### src/rtl/median_window_scanner.sv
// Raster-scans every window centre of an image and streams each WIN x WIN neighbourhood address (border-clamped) to memory.
// Define MEDIAN_SKIP_BORDER_EN to scan only centres whose full window lies inside the image.
module median_window_scanner #(
  parameter int IMG_W = 128,
  parameter int IMG_H = 128,
  parameter int AW    = 8,
  parameter int WIN   = 3
) (
  input  logic          clk,
  input  logic          reset,
  input  logic          start,
  output logic          busy,
  output logic          done,
  output logic          addr_valid,
  input  logic          addr_ready,
  output logic [AW-1:0] x_addr,
  output logic [AW-1:0] y_addr,
  output logic          win_last,
  output logic [AW-1:0] center_x,
  output logic [AW-1:0] center_y,
  input  logic          med_done
);

  localparam int R  = (WIN - 1) / 2;
  localparam int SW = AW + 2;

`ifdef MEDIAN_SKIP_BORDER_EN
  localparam int X_FIRST_I = R;
  localparam int Y_FIRST_I = R;
  localparam int X_LAST_I  = IMG_W - 1 - R;
  localparam int Y_LAST_I  = IMG_H - 1 - R;
`else
  localparam int X_FIRST_I = 0;
  localparam int Y_FIRST_I = 0;
  localparam int X_LAST_I  = IMG_W - 1;
  localparam int Y_LAST_I  = IMG_H - 1;
`endif

  localparam logic [AW-1:0] X_FIRST = AW'(X_FIRST_I);
  localparam logic [AW-1:0] Y_FIRST = AW'(Y_FIRST_I);
  localparam logic [AW-1:0] X_LAST  = AW'(X_LAST_I);
  localparam logic [AW-1:0] Y_LAST  = AW'(Y_LAST_I);
  localparam logic [AW-1:0] C_ONE   = AW'(1);

  localparam logic signed [SW-1:0] R_POS = SW'(R);
  localparam logic signed [SW-1:0] R_NEG = -SW'(R);
  localparam logic signed [SW-1:0] O_ONE = SW'(1);
  localparam logic signed [SW-1:0] X_HI  = SW'(IMG_W - 1);
  localparam logic signed [SW-1:0] Y_HI  = SW'(IMG_H - 1);

  typedef enum logic [2:0] {
    IDLE,
    EMIT,
    WAIT_MED,
    ADV,
    FIN
  } state_t;

  state_t                 state_q, state_d;
  logic [AW-1:0]          cx_q, cx_d;
  logic [AW-1:0]          cy_q, cy_d;
  logic signed [SW-1:0]   dx_q, dx_d;
  logic signed [SW-1:0]   dy_q, dy_d;
  logic                   last_offset;
  logic                   last_centre;

  // Two guard bits keep centre+offset from wrapping before it is clamped.
  function automatic logic [AW-1:0] clamp_axis(input logic [AW-1:0] c,
                                               input logic signed [SW-1:0] off,
                                               input logic signed [SW-1:0] hi);
    logic signed [SW-1:0] sum;
    sum = $signed({2'b00, c}) + off;
    if (sum[SW-1])
      return '0;
    else if (sum > hi)
      return hi[AW-1:0];
    else
      return sum[AW-1:0];
  endfunction

  assign last_offset = (dx_q == R_POS) && (dy_q == R_POS);
  assign last_centre = (cx_q == X_LAST) && (cy_q == Y_LAST);

  assign addr_valid = (state_q == EMIT);
  assign win_last   = addr_valid && last_offset;
  assign busy       = (state_q == EMIT) || (state_q == WAIT_MED) || (state_q == ADV);
  assign done       = (state_q == FIN);
  assign x_addr     = clamp_axis(cx_q, dx_q, X_HI);
  assign y_addr     = clamp_axis(cy_q, dy_q, Y_HI);
  assign center_x   = cx_q;
  assign center_y   = cy_q;

  always_comb begin
    state_d = state_q;
    cx_d    = cx_q;
    cy_d    = cy_q;
    dx_d    = dx_q;
    dy_d    = dy_q;
    unique case (state_q)
      IDLE: begin
        if (start) begin
          state_d = EMIT;
          cx_d    = X_FIRST;
          cy_d    = Y_FIRST;
          dx_d    = R_NEG;
          dy_d    = R_NEG;
        end
      end
      EMIT: begin
        // Offsets only move on an accepted transfer, so a stalled address holds.
        if (addr_ready) begin
          if (last_offset) begin
            state_d = WAIT_MED;
          end else if (dx_q == R_POS) begin
            dx_d = R_NEG;
            dy_d = dy_q + O_ONE;
          end else begin
            dx_d = dx_q + O_ONE;
          end
        end
      end
      WAIT_MED: begin
        if (med_done)
          state_d = ADV;
      end
      ADV: begin
        if (last_centre) begin
          state_d = FIN;
        end else begin
          state_d = EMIT;
          dx_d    = R_NEG;
          dy_d    = R_NEG;
          if (cx_q == X_LAST) begin
            cx_d = X_FIRST;
            cy_d = cy_q + C_ONE;
          end else begin
            cx_d = cx_q + C_ONE;
          end
        end
      end
      FIN: begin
        state_d = IDLE;
      end
      default: begin
        state_d = IDLE;
      end
    endcase
  end

  always_ff @(posedge clk) begin
    if (reset) begin
      state_q <= IDLE;
      cx_q    <= '0;
      cy_q    <= '0;
      dx_q    <= '0;
      dy_q    <= '0;
    end else begin
      state_q <= state_d;
      cx_q    <= cx_d;
      cy_q    <= cy_d;
      dx_q    <= dx_d;
      dy_q    <= dy_d;
    end
  end

endmodule

### config.mk
export PLATFORM = sky130hd
export DESIGN_NAME = median_window_scanner
export DESIGN_NICKNAME = d
export VERILOG_FILES = /design/src/rtl/median_window_scanner.sv
export SDC_FILE = /design/constraint.sdc
export NUM_CORES = 1
export LEC_CHECK = 0
export CAP_MARGIN = 0
export CORE_MARGIN = 2
export CORE_UTILIZATION = 50
export DETAILED_ROUTE_END_ITERATION = 12
export HOLD_SLACK_MARGIN = 0.1
export PLACE_DENSITY = 0.79
export SLEW_MARGIN = 10
export SYNTH_ARGS = -nofsm -noshare
export SYNTH_HDL_FRONTEND = slang
export SYNTH_SLANG_ARGS = --single-unit
### constraint.sdc
create_clock -name clk -period 2.7 [get_ports clk]
set_clock_uncertainty 0.15 [all_clocks]
set_input_delay 0.27 -clock clk [delete_from_list [all_inputs] [get_ports clk]]
set_output_delay 0.27 -clock clk [all_outputs]
set_load 0.02 [all_outputs]
# Yosys cells after proc, flatten, opt, wreduce, memory -nomap -nowiden
# Index checks and enable logic that the tools add are counted.
# W data, S select, Z words.
[op_classes]
n_addsub = 6
mul = 0
div = 0
order_cmp = 2
eq_ne = 16
shift = 0
muxes = 27
bitwise = 0
reduce_logical = 13
[op_table]
columns = ["cell", "count"]
rows = [
  ["$mux W10", 8],
  ["$mux W8", 9],
  ["$pmux W10 S3", 2],
  ["$pmux W8 S2", 2],
  ["$add A10 B2 Y10 const B", 2],
  ["$add A9 B10 Y10", 2],
  ["$eq A10 B2 Y1 const B", 2],
  ["$gt A10 B8 Y1 const B", 2],
  ["$add A8 B1 Y8 const B", 2],
  ["$eq A8 B7 Y1 const B", 2],
  ["$mux W3", 5],
  ["$pmux W3 S4", 1],
  ["$ne A2 B2 Y1 const B", 5],
  ["$reduce_and A4 Y1", 2],
  ["$eq A3 B2 Y1 const B", 2],
  ["$ne A2 B1 Y1 const B", 3],
  ["$reduce_and A6 Y1", 1],
  ["$reduce_and A5 Y1", 1],
  ["$eq A3 B1 Y1 const B", 1],
  ["$eq A3 B3 Y1 const B", 1],
  ["$logic_and A1 B1 Y1", 3],
  ["$logic_not A3 Y1", 1],
  ["$reduce_and A3 Y1", 1],
  ["$reduce_bool A3 Y1", 1],
  ["other kinds (2)", 3],
]
[totals]
reg_bits = 39
latchBits = 0
mem_bits_rw = 0
mem_bits_ro = 0
input_bits = 5
out_inout_bits = 36
elab_cells = 69
mem_count = 0

# Depth between registers and ports, before layout
# Gate-level depths: netlist of the first run.
[logic_depth]
depth_word = 5
mapped_depth = 9
ltp_nobuf = 9

# Worst setup path before layout of the first run
# Ideal clock, no wire load.
[synth_path]
kind = "flip-flop to output port"
start = "reg cx_q[0] (netlist: center_x[0])"
end = "out x_addr[2]"
arrival_time_ns = 2.597
required_time_ns = 2.280
slack_ns = -0.317
path_stages_with_launch = 10
n_path_buf = 0
path_cell_list = "dfxtp_1 -> ha_1 -> inv_1 -> fa_1 -> nor2b_1 -> o31a_1 -> nor3_1 -> o211a_1 -> a311oi_1 -> o21a_1"
[synth_via]
elab_chain_len = 4
[synth_lines]
columns = ["item", "line", "rtl"]
rows = [
  ["start, declared", "60", "logic [AW-1:0] cx_q, cx_d;"],
  ["start signal, assigned", "153", "cx_q <= '0;"],
  ["start signal, assigned", "159", "cx_q <= cx_d;"],
  ["$add A9 B10 Y10 *", "72", "sum = $signed({2'b00, c}) + off;"],
  ["$gt A10 B8 Y1", "75", "else if (sum > hi)"],
  ["$mux W8", "75", ""],
  ["$mux W8 *", "73", "if (sum[SW-1])"],
  ["end, declared", "16", "output logic [AW-1:0] x_addr,"],
]
# Every way passes the cells marked *; elsewhere a longest branch is shown, timed or not.

# Worst setup path after layout of the first run
[layout_path]
start = "reg cx_q[0] (netlist: center_x[0])"
end = "out x_addr[3]"
# Same word-level chain as after synthesis.

==> impl_results.md, run 1 <==
* Flops & latches, synth at 39
* Crit end category: output pin
* Fin nets at 537
* Fillcell total at 294
* CP required at 2280 ps
* Core region area at 0.005851 mm²
* Max-slew violations at 0
* Design Power at 2.335 mW
* Die height at 81.39 µm
* Kind of critical path: reg2out
* Routability cong. at 0.8977
* Worst hold-check path type: reg2reg
* Peak Freq at 326.9 MHz
* Initial antenna violation count at 0
* Synth Flop Type: dfxtp_1
* DRT iter0 DRCs at 504
* EDFF count, synth at 0
* Max Root-Sink Buffers at 2
* First-pass GRT wire length at 15830 µm
* Failing checks: setup timing
* Worst EP arrival at 2640 ps
* Netlist Area Pre-Place at 0.002994 mm²
* CTS H-tree lvls at 2
* RSZ-0062 raised after global routing: true
* Slew headroom at 54.37%
* CP max stage delay at 390 ps
* Gr ovfl total at 0
* Via density at 6.699
* WL/cell at 21.81 µm
* Crit start category: register
* Final antenna-violating net count at 0
* Max Cap Viol at 0
* Yosys cell types at 64
* Clk slew on worst S/H paths at 80 ps
* Final setup violating endpoints at 40
* # IOs at 41
* PwrDens at 485.4 mW/mm²
* Final period utilization at 113.3%
* CP max stage cell: dfxtp_2
* FP Rows at 28
* N_diodes at 0
* DRC errors left at 0
* Die area at 0.006624 mm²
* Pre-CTS setup slack at -507.7 ps
* Measured slew at the worst slew-check pin at 681.9 ps
* Dpl cells at 549
* Via count at 3912
* Vias in the first global route at 3326
* Detailed Place HPWL at 6710 µm
* Sink Count at 39
* Crit-path max FO at 5
* Initial core utilization at 51.18%
* Commonest cells after routing, fill and taps aside: buf_4, dfxtp_1, nor2_1
* Finished Layout Cells at 584
* Worst-path cell chain: ha_4, inv_2, fa_2, nor2b_2, o31a_1, nor3_2, o211a_1, a311oi_4, buf_4, o21a_2, buf_6
* First-pass iteration count of the detailed router at 5
* Root Buffer: clkbuf_8
* Drt total wl at 12740 µm
* DIE WIDTH at 81.39 µm
* CTS tree: built
* Post-synth ARST share at 0%
* Share of layout cells above drive strength 1 at 43.81%
* Run status: finished with violations
* Final worst slack at -359.1 ps
* Clock Latency Late Sink at 300 ps
* Final core occ at 82.21%
* Worst VDD drop at 340.1 µV
* P&R area growth vs syn at 60.64%
* Yosys warns at 0
* Mapped Avg Cell Area at 8.136 µm²
* Synthesized netlist cell count at 368
* GRT Total Usage at 30.52%
* Largest net degree at the start of global routing at 22
* Leakage Power at 1.889 nW
* TritonCTS Buffers at 5
* Hold Violations, Final at 0
* Final Critical Period at 3059 ps
* IO Port Bufs at 38
* Commonest non-fill, non-tap cell in the layout: buf_4
* Post-synthesis sequential area ratio at 26.08%
path summary, 6_finish.rpt:
kind / from / endpoint / slack (ps) / cells after the start
max reg2reg: dx_q[0]$_SDFFE_PP0P_ / dy_q[4]$_SDFFE_PP0P_ / -200 / 11
min reg2reg: dy_q[7]$_SDFFE_PP0P_ / dy_q[7]$_SDFFE_PP0P_ / 470 / 2
min: dy_q[7]$_SDFFE_PP0P_ / dy_q[7]$_SDFFE_PP0P_ / 470 / 2
max: center_x[0]$_SDFFE_PP0P_ / x_addr[3] / -360 / 11
per-stage QoR:
| stage | area (µm²) | hold slack [ps] | TNS (ps) |
|---|---|---|---|
| after global routing | 4810 | 484.4 | -9418 |
| after CTS | 4374 | 422.8 | -3462 |
| after global placement | 4043 | 383.6 | -4925 |
| after detailed placement | 4043 | 403.1 | -6861 |
| after floorplan | 3025 | 351.9 | 0 |
| final | 4810 | 471.3 | -7965 |
cells in the mapped netlist (6+ instances only):
cell type  count  area, µm²
nand4_1        7      43.79
nand3_1        9      45.04
ha_1          22      275.3
nor2_1        28      105.1
a211oi_1       6      45.04
clkbuf_1       7      26.28
inv_1         14      52.55
dfxtp_1       39      780.8
a21oi_1       35      175.2
nand2_1       25      93.84
xor2_1         6      52.55
o21a_1        13      97.59
xnor2_1       19      166.4
a311oi_1       7      61.31
nor3_1        19      95.09
o21ai_0       12      60.06
cell type report:
type,count,area (µm²),share of cell area [%]
Timing Repair Buffer,146,1269,26.38
Clock inverter,3,15.01,0.3122
Multi-Input combinational cell,302,2515,52.29
Inverter,14,52.55,1.093
Tap cell,75,93.84,1.951
Clock buffer,5,68.82,1.431
Sequential cell,39,795.8,16.55
per-layer routing:
layer	GRT usage, %	up-vias	wire length (µm)
met2	49.75	344	5759
met4	8.983	0	631
met1	40.01	1828	4964
li1	-	1650	-
met3	7.111	90	1383
met5	0	-	0
logic make-up after synthesis:
group	synth area share [%]
flip-flops	26.08
buffers and inverters	4.346
multiplexers	0.3343
other	0.1252
XOR/XNOR	7.313
adder cells (fa/ha/maj)	10.53
AO/OA/AOI/OAI	26.04
AND/OR/NAND/NOR	25.24
worst max-delay path, delay by kind of cell, from the launching register on:
kind,cells,cell delay [ps]
AND/OR/NAND/NOR,2,230
buffers and inverters,3,340
flip-flops,1,390
AO/OA/AOI/OAI,4,870
adder cells (fa/ha/maj),2,490
what timing repair did:
action | 4_1_cts | 5_1_grt
cloned | 1 | 0
pin swaps | 21 | 43
setup endpoints to repair | 36 | 40
setup buffers | 11 | 15
hold buffers | 0 | 0
resized for setup | 128 | 66
sequential cells by signal (all words and copies together), names as in the netlist:
register  cells
center_x      8
center_y      8
dx_q         10
dy_q         10
state_q       3
where the power goes:
group	internal (mW)	switching [mW]	total, mW
clock network	0.178	0.235	0.412
logic	0.592	0.632	1.22
registers	0.630	0.0687	0.698
Note: power is estimated with default switching activity, not from simulation.
==> run 2, diff against run 1 <==
SLEW_MARGIN = 20   (was 10)
==> results of run 2 <==
Same layout as run 1: the final DEF is identical, and so are final timing and power.
